### config.mk
export PLATFORM = sky130hd
export DESIGN_NAME = ip_mux_pipe_flat
export DESIGN_NICKNAME = d
export VERILOG_FILES = /design/src/rtl/ip_mux_pipe_if.sv /design/src/rtl/ip_mux_pipe.sv /design/src/flat_wrapper.sv
export SDC_FILE = /design/constraint.sdc
export NUM_CORES = 1
export LEC_CHECK = 0
export BUFFER_PORTS_ARGS = -buffer_cell sky130_fd_sc_hd__buf_4
export CAP_MARGIN = 15
export CORE_MARGIN = 1
export CORE_UTILIZATION = 54
export DETAILED_ROUTE_END_ITERATION = 6
export GPL_ROUTABILITY_DRIVEN = 1
export PLACE_DENSITY_LB_ADDON = 0.08
export SLEW_MARGIN = 20
export SYNTH_ARGS = -nofsm -noshare
export SYNTH_HDL_FRONTEND = slang
export SYNTH_SLANG_ARGS = --single-unit
### constraint.sdc
create_clock -name clk -period 2.19 [get_ports clk]
set_input_delay 0.1095 -clock clk [delete_from_list [all_inputs] [get_ports clk]]
set_output_delay 0.1095 -clock clk [all_outputs]
set_load 0.01 [all_outputs]
### src/rtl/ip_mux_pipe_if.sv
// Handshake and datapath bundle for the registered write-source multiplexer.
// The slave modport is the multiplexer's view; master is the driver's view.
interface ip_mux_pipe_if #(
    parameter int DW = 32,
    parameter int IW = 16
);
    localparam int OW = $clog2(DW / 8);

    logic          in_valid;
    logic          in_ready;
    logic [2:0]    ip_sel;
    logic [1:0]    hl_sel;
    logic [1:0]    ld_size;
    logic          ld_sext;
    logic [OW-1:0] ld_off;
    logic [DW-1:0] rtr_out;
    logic [DW-1:0] alu_out;
    logic [DW-1:0] dib;
    logic [IW-1:0] id_imme;
    logic          out_valid;
    logic          out_ready;
    logic [DW-1:0] mux_out;
    logic          err;
    logic          err_clr;

    modport slave (
        input  in_valid, ip_sel, hl_sel, ld_size, ld_sext, ld_off,
               rtr_out, alu_out, dib, id_imme, out_ready, err_clr,
        output in_ready, out_valid, mux_out, err
    );

    modport master (
        output in_valid, ip_sel, hl_sel, ld_size, ld_sext, ld_off,
               rtr_out, alu_out, dib, id_imme, out_ready, err_clr,
        input  in_ready, out_valid, mux_out, err
    );
endinterface

### src/rtl/ip_mux_pipe.sv
// Register-file write-source multiplexer with load alignment, immediate
// placement, a last-result register for forwarding/high-half merges, and a
// registered output stage backed by a one-entry skid buffer.
module ip_mux_pipe #(
    parameter int DW = 32,
    parameter int IW = 16
) (
    input  logic           clk,
    input  logic           rst_n,
    ip_mux_pipe_if.slave   bus
);
    localparam int OW = $clog2(DW / 8);

    logic [DW-1:0] last_r;
    logic [DW-1:0] out_r;
    logic [DW-1:0] skid_r;
    logic          out_valid_r;
    logic          skid_full_r;
    logic          err_r;

    logic          in_ready_s;
    logic          in_fire_s;
    logic          out_fire_s;
    logic [OW-1:0] off_s;
    logic          ld_err_s;
    logic [DW-1:0] lane_s;
    logic [DW-1:0] load_s;
    logic [DW-1:0] imm_zx_s;
    logic [DW-1:0] imm_sx_s;
    logic [DW-1:0] result_s;
    logic          err_s;

    // in_ready comes straight from the skid flag so it is effectively registered
    assign in_ready_s = ~skid_full_r;
    assign in_fire_s  = bus.in_valid & in_ready_s;
    assign out_fire_s = out_valid_r & bus.out_ready;

    assign bus.in_ready  = in_ready_s;
    assign bus.out_valid = out_valid_r;
    assign bus.mux_out   = out_r;
    assign bus.err       = err_r;

    assign imm_zx_s = DW'(bus.id_imme);
    assign imm_sx_s = DW'($signed(bus.id_imme));

    // Force the load offset to the size's alignment and flag misalignment
    always_comb begin
        off_s    = bus.ld_off;
        ld_err_s = 1'b0;
        case (bus.ld_size)
            2'b00: begin
                off_s    = bus.ld_off;
                ld_err_s = 1'b0;
            end
            2'b01: begin
                off_s    = bus.ld_off;
                off_s[0] = 1'b0;
                ld_err_s = bus.ld_off[0];
            end
            2'b10: begin
                off_s    = '0;
                ld_err_s = (bus.ld_off != '0);
            end
            default: begin
                // reserved size behaves as a word load
                off_s    = '0;
                ld_err_s = 1'b1;
            end
        endcase
    end

    assign lane_s = bus.dib >> {off_s, 3'b000};

    // Truncate the selected lane to the load size and extend it
    always_comb begin
        load_s = lane_s;
        case (bus.ld_size)
            2'b00: begin
                if (bus.ld_sext) load_s = DW'($signed(lane_s[7:0]));
                else             load_s = DW'(lane_s[7:0]);
            end
            2'b01: begin
                if (bus.ld_sext) load_s = DW'($signed(lane_s[15:0]));
                else             load_s = DW'(lane_s[15:0]);
            end
            default: load_s = lane_s;
        endcase
    end

    // Source selection; illegal selects yield zero and raise an error
    always_comb begin
        result_s = '0;
        err_s    = 1'b0;
        case (bus.ip_sel)
            3'b000: result_s = bus.rtr_out;
            3'b001: result_s = bus.alu_out;
            3'b010: begin
                result_s = load_s;
                err_s    = ld_err_s;
            end
            3'b011: begin
                case (bus.hl_sel)
                    2'b00:   result_s = imm_zx_s;
                    2'b01:   result_s = imm_sx_s;
                    2'b10:   result_s = imm_zx_s << (DW - IW);
                    default: result_s = (imm_zx_s << (DW - IW)) |
                                        (last_r & ({DW{1'b1}} >> IW));
                endcase
            end
            3'b100: result_s = last_r;
            default: begin
                result_s = '0;
                err_s    = 1'b1;
            end
        endcase
    end

    // Last-result register tracks every accepted transaction
    always_ff @(posedge clk or negedge rst_n) begin
        if (!rst_n)         last_r <= '0;
        else if (in_fire_s) last_r <= result_s;
        else                last_r <= last_r;
    end

    // Sticky error: set on an erroneous accept, set wins over clear
    always_ff @(posedge clk or negedge rst_n) begin
        if (!rst_n)                  err_r <= 1'b0;
        else if (in_fire_s && err_s) err_r <= 1'b1;
        else if (bus.err_clr)        err_r <= 1'b0;
        else                         err_r <= err_r;
    end

    // Output register plus skid entry, strictly FIFO
    always_ff @(posedge clk or negedge rst_n) begin
        if (!rst_n) begin
            out_r       <= '0;
            out_valid_r <= 1'b0;
            skid_r      <= '0;
            skid_full_r <= 1'b0;
        end else if (out_fire_s || !out_valid_r) begin
            if (skid_full_r) begin
                out_r       <= skid_r;
                out_valid_r <= 1'b1;
                if (in_fire_s) begin
                    skid_r      <= result_s;
                    skid_full_r <= 1'b1;
                end else begin
                    skid_full_r <= 1'b0;
                end
            end else if (in_fire_s) begin
                out_r       <= result_s;
                out_valid_r <= 1'b1;
            end else begin
                out_valid_r <= 1'b0;
            end
        end else if (in_fire_s) begin
            skid_r      <= result_s;
            skid_full_r <= 1'b1;
        end else begin
            skid_full_r <= skid_full_r;
        end
    end
endmodule
### src/flat_wrapper.sv
// flat-port wrapper written by rule: the top's interface ports become plain ports
module ip_mux_pipe_flat 
#(
    parameter int DW = 32,
    parameter int IW = 16
)
  (clk, rst_n, bus_in_valid, bus_ip_sel, bus_hl_sel, bus_ld_size, bus_ld_sext, bus_ld_off, bus_rtr_out, bus_alu_out, bus_dib, bus_id_imme, bus_out_ready, bus_err_clr, bus_in_ready, bus_out_valid, bus_mux_out, bus_err);
  ip_mux_pipe_if #(.DW(DW), .IW(IW)) bus_i ();
  input  logic clk;
  input  logic rst_n;
  input wire logic [$bits(bus_i.in_valid)-1:0] bus_in_valid;
  input wire logic [$bits(bus_i.ip_sel)-1:0] bus_ip_sel;
  input wire logic [$bits(bus_i.hl_sel)-1:0] bus_hl_sel;
  input wire logic [$bits(bus_i.ld_size)-1:0] bus_ld_size;
  input wire logic [$bits(bus_i.ld_sext)-1:0] bus_ld_sext;
  input wire logic [$bits(bus_i.ld_off)-1:0] bus_ld_off;
  input wire logic [$bits(bus_i.rtr_out)-1:0] bus_rtr_out;
  input wire logic [$bits(bus_i.alu_out)-1:0] bus_alu_out;
  input wire logic [$bits(bus_i.dib)-1:0] bus_dib;
  input wire logic [$bits(bus_i.id_imme)-1:0] bus_id_imme;
  input wire logic [$bits(bus_i.out_ready)-1:0] bus_out_ready;
  input wire logic [$bits(bus_i.err_clr)-1:0] bus_err_clr;
  output wire logic [$bits(bus_i.in_ready)-1:0] bus_in_ready;
  output wire logic [$bits(bus_i.out_valid)-1:0] bus_out_valid;
  output wire logic [$bits(bus_i.mux_out)-1:0] bus_mux_out;
  output wire logic [$bits(bus_i.err)-1:0] bus_err;
  assign bus_i.in_valid = bus_in_valid;
  assign bus_i.ip_sel = bus_ip_sel;
  assign bus_i.hl_sel = bus_hl_sel;
  assign bus_i.ld_size = bus_ld_size;
  assign bus_i.ld_sext = bus_ld_sext;
  assign bus_i.ld_off = bus_ld_off;
  assign bus_i.rtr_out = bus_rtr_out;
  assign bus_i.alu_out = bus_alu_out;
  assign bus_i.dib = bus_dib;
  assign bus_i.id_imme = bus_id_imme;
  assign bus_i.out_ready = bus_out_ready;
  assign bus_i.err_clr = bus_err_clr;
  assign bus_in_ready = bus_i.in_ready;
  assign bus_out_valid = bus_i.out_valid;
  assign bus_mux_out = bus_i.mux_out;
  assign bus_err = bus_i.err;
  ip_mux_pipe #(.DW(DW), .IW(IW)) u_core (.clk(clk), .rst_n(rst_n), .bus(bus_i));
endmodule
==> out/results.ini <==
[outcome]
status = finished, final reports clean

[layout]
syn_to_final_growth_pct = 28.8
final_common_cell = buf_4
multi_input_area_um2 = 3360
insertedDiodeCount = 0
fillCellCount = 861
layout_common_cells = buf_4 (193), a21oi_1 (114), dfrtp_1 (99)
final_util_pct = 71.9
seqCellArea_um2 = 2480
nNetsFinal = 985
drive_above_1_share_pct = 29.2

[floorplan]
start_util_pct = 55.8
num_io_pins = 162
die_w_um = 108
die_height_um = 108
die_area_um2 = 11700
core_um2 = 10900
rows = 38

[sta]
fmax_mhz = 515
relSlewSlack_pct = 47.9
report.final.slew_viol_count = 0
fin_tns_setup_ns = 0
grt_setup_unrepaired = no
finalCriticalPeriod_ns = 1.94
skew_ns = 0.0111
fin_crit_sh_pct = 88.6
setup_viol = 0
final_hold_viol_count = 0
tightest_slew_ns = 0.782

[placement]
place.gp.congestion = 0.951
dp_hpwl_um = 15900
port_buffers = 161

[clock_network]
h-tree-depth = 3
path_clk_slew_ns = 0.07
clock_latency_ns = 0.36
cts_tree = done
cts_inserted_buffers = 9
clock-sinks = 99
clock_path_buffers = 2
hold_buffers = 2
cts-root-buf = clkbuf_16
cts_setup_buffers = 0
postCtsResizedCells = 0

[drt]
antenna_left = 0
drt_iter0_drc = 776
met3_length_um = 2470
wl_per_cell_um = 22.2
wl_met1_um = 8900
finalWirelength_um = 22300
met2_length_um = 10000
firstDrtPassIters = 5
vias_per_cell = 6.56
vias = 6581
maxUsedRoutingLayer = met4
drc = 0

[power_and_ir_drop]
p_switching_mw = 1.87
peakVddDrop_v = 0.000687
power_frac_seq_pct = 42.5
pwr_density_cell_nw_per_um2 = 731
p_int_mw = 3.88
p_leak_nw = 3.42
swShare_pct = 32.5
comb_power_share_pct = 28.4
clkPwrFrac_pct = 29.1

[worst_hold_path]
hold_start = bus_in_valid
hp-class = in -> reg
worstHoldPathCells = 3
hold-path-endpoint = u_core.bus.out_valid$_DFFE_PN0N_

[critical_path]
start_kind = input port
cp_data_required_time_ns = 2.40
crit_path_frequent_cell = buf_4
crit_family = simple AND/OR/NAND/NOR gates
critPathBufInv = 4
ff2ff_setup_slack_ns = 0.40
r2r_start = u_core.last_r[8]$_DFFE_PN0P_
crit_chain = buf_4 > buf_4 > or4b_1 > nor2_2 > a2111oi_4 > buf_4 > buf_12 > a211oi_1 > o21ai_0
critPathKind = in -> reg
rr_endpoint = u_core.bus.mux_out[8]$_DFFE_PN0P_
crit_fanout = 11
r2r_cells = 5
end_kind = register
critPathMaxStageDelay_ns = 0.53
crit_slowest_cell = or4b_1
cp.arrival_ns = 2.15

[synth]
syn_area_um2 = 6110
syn_nets = 844
ys_seq_elements = 99
seq_area_frac_synth_pct = 40.6
netlist_instances = 717
synth_top_area_share_pct = 40.6
ys_warn_count = 0
yosys.area.top_type = dfrtp_1
synth_cell_types = 44
syn_avg_cell_area_um2 = 8.52
synth_area_leaders = dfrtp_1 (41%), a21oi_1 (9.3%), nor2_1 (3.9%)

[global_routing]
track_usage_pct = 39.1
grt_pass1_wl_um = 34000
grt_pass1_vias = 6352
grt_max_degree = 65
antenna_found_initial = 0
globalRouteOverflowTotal = 0

[flow_run]
maxCapViolCount = 0

## power by group through the flow
stage / Clock (mW) / Combinational (mW) / Sequential [mW]
after floorplan: 0 / 0.796 / 2.46
after global placement: 0 / 1.55 / 2.44
after detailed placement: 0 / 1.60 / 2.46
after CTS: 1.67 / 1.62 / 2.43
after global routing: 1.75 / 1.77 / 2.48
final: 1.67 / 1.63 / 2.44
## final cells by class
cell class | instances | share of cell area [%]
timing repair buffer | 198 | 19.4
tap | 140 | 2.23
clock buffer | 10 | 3.04
sequential | 99 | 31.5
inverter | 5 | 0.239
clock inverter | 6 | 0.907
multi-input combinational | 545 | 42.7
## cells in the mapped netlist, drive strengths merged
master,count
nor2b,35
dfrtp,99
a211oi,41
inv,4
mux2i,17
a32oi,7
clkinv,1
o221a,7
and3,16
or3b,1
o21ai,62
or2,1
nor2,64
clkbuf,54
o22ai,24
a2bb2oi,1
nand2b,28
a221oi,2
nor3b,1
nand3b,10
buf,14
nand4,7
and3b,2
nor3,2
a21oi,114
o221ai,8
or4b,1
o32ai,2
a21o,2
o21a,15
a22o,2
nand2,44
o211ai,9
and2,2
and4b,1
mux2,15
nor4bb,1
a2111oi,1
## flip-flops by register name, indices dropped and copies added, names as in the netlist
| signal | flops |
|---|---|
| u_core.skid_full_r | 1 |
| u_core.skid_r | 32 |
| u_core.bus.out_valid | 1 |
| u_core.last_r | 32 |
| u_core.bus.err | 1 |
| u_core.bus.mux_out | 32 |
## worst register-to-register path, cell delays in order, from the launching register on
cell and delay (ns):
dfrtp_1 0.46, mux2_2 0.29, a32oi_1 0.15, o21ai_0 0.21
a211oi_1 0.37, o21ai_0 0.17
## through the flow
stage	hold slack, ns	power (mW)	setup WS, ns	std cells	instance area, um2
final	0.00519	5.75	0.250	1003	7870
after global routing	0.0254	6.00	0.101	1003	7870
after CTS	0.000650	5.72	0.263	1003	7860
after detailed placement	0.226	4.06	-0.0999	985	7530
after global placement	0.215	3.99	-0.179	984	7520
after floorplan	-0.186	3.25	0.399	717	6110
## how the worst max path moves through the flow
| stage | cells after the start | slack [ns] | endpoint | startpoint |
|---|---|---|---|---|
| CTS | 9 | 0.26 | u_core.bus.mux_out[10]$_DFFE_PN0P_ | bus_ld_size[0] |
| global placement | 6 | -0.18 | u_core.bus.mux_out[31]$_DFFE_PN0P_ | bus_ld_size[0] |
| floorplan | 8 | 0.40 | u_core.skid_r[10]$_DFFE_PN0P_ | u_core.skid_full_r$_DFFE_PN0P_ |
| global route | 7 | 0.10 | u_core.bus.mux_out[8]$_DFFE_PN0P_ | bus_ip_sel[2] |
| finish | 9 | 0.25 | u_core.bus.mux_out[10]$_DFFE_PN0P_ | bus_ld_size[0] |
| detailed placement | 9 | -0.1 | u_core.bus.mux_out[10]$_DFFE_PN0P_ | bus_ld_size[0] |
## cell families (layout without fill, tap and decap cells)
family / Yosys count / count (layout) / share of synthesized area, %
mux: 32 / 32 / 5.55
compound gates: 297 / 297 / 30.8
buf+inv: 73 / 219 / 4.79
flops: 99 / 99 / 40.6
simple gates: 216 / 216 / 18.2
## metal layers
layer	vias to the layer above	GRT usage, %
li1	2889	-
met5	-	0
met4	0	17.5
met1	3118	55.2
met2	489	60.1
met3	85	5.00
Power figures use the tool's default switching activity.
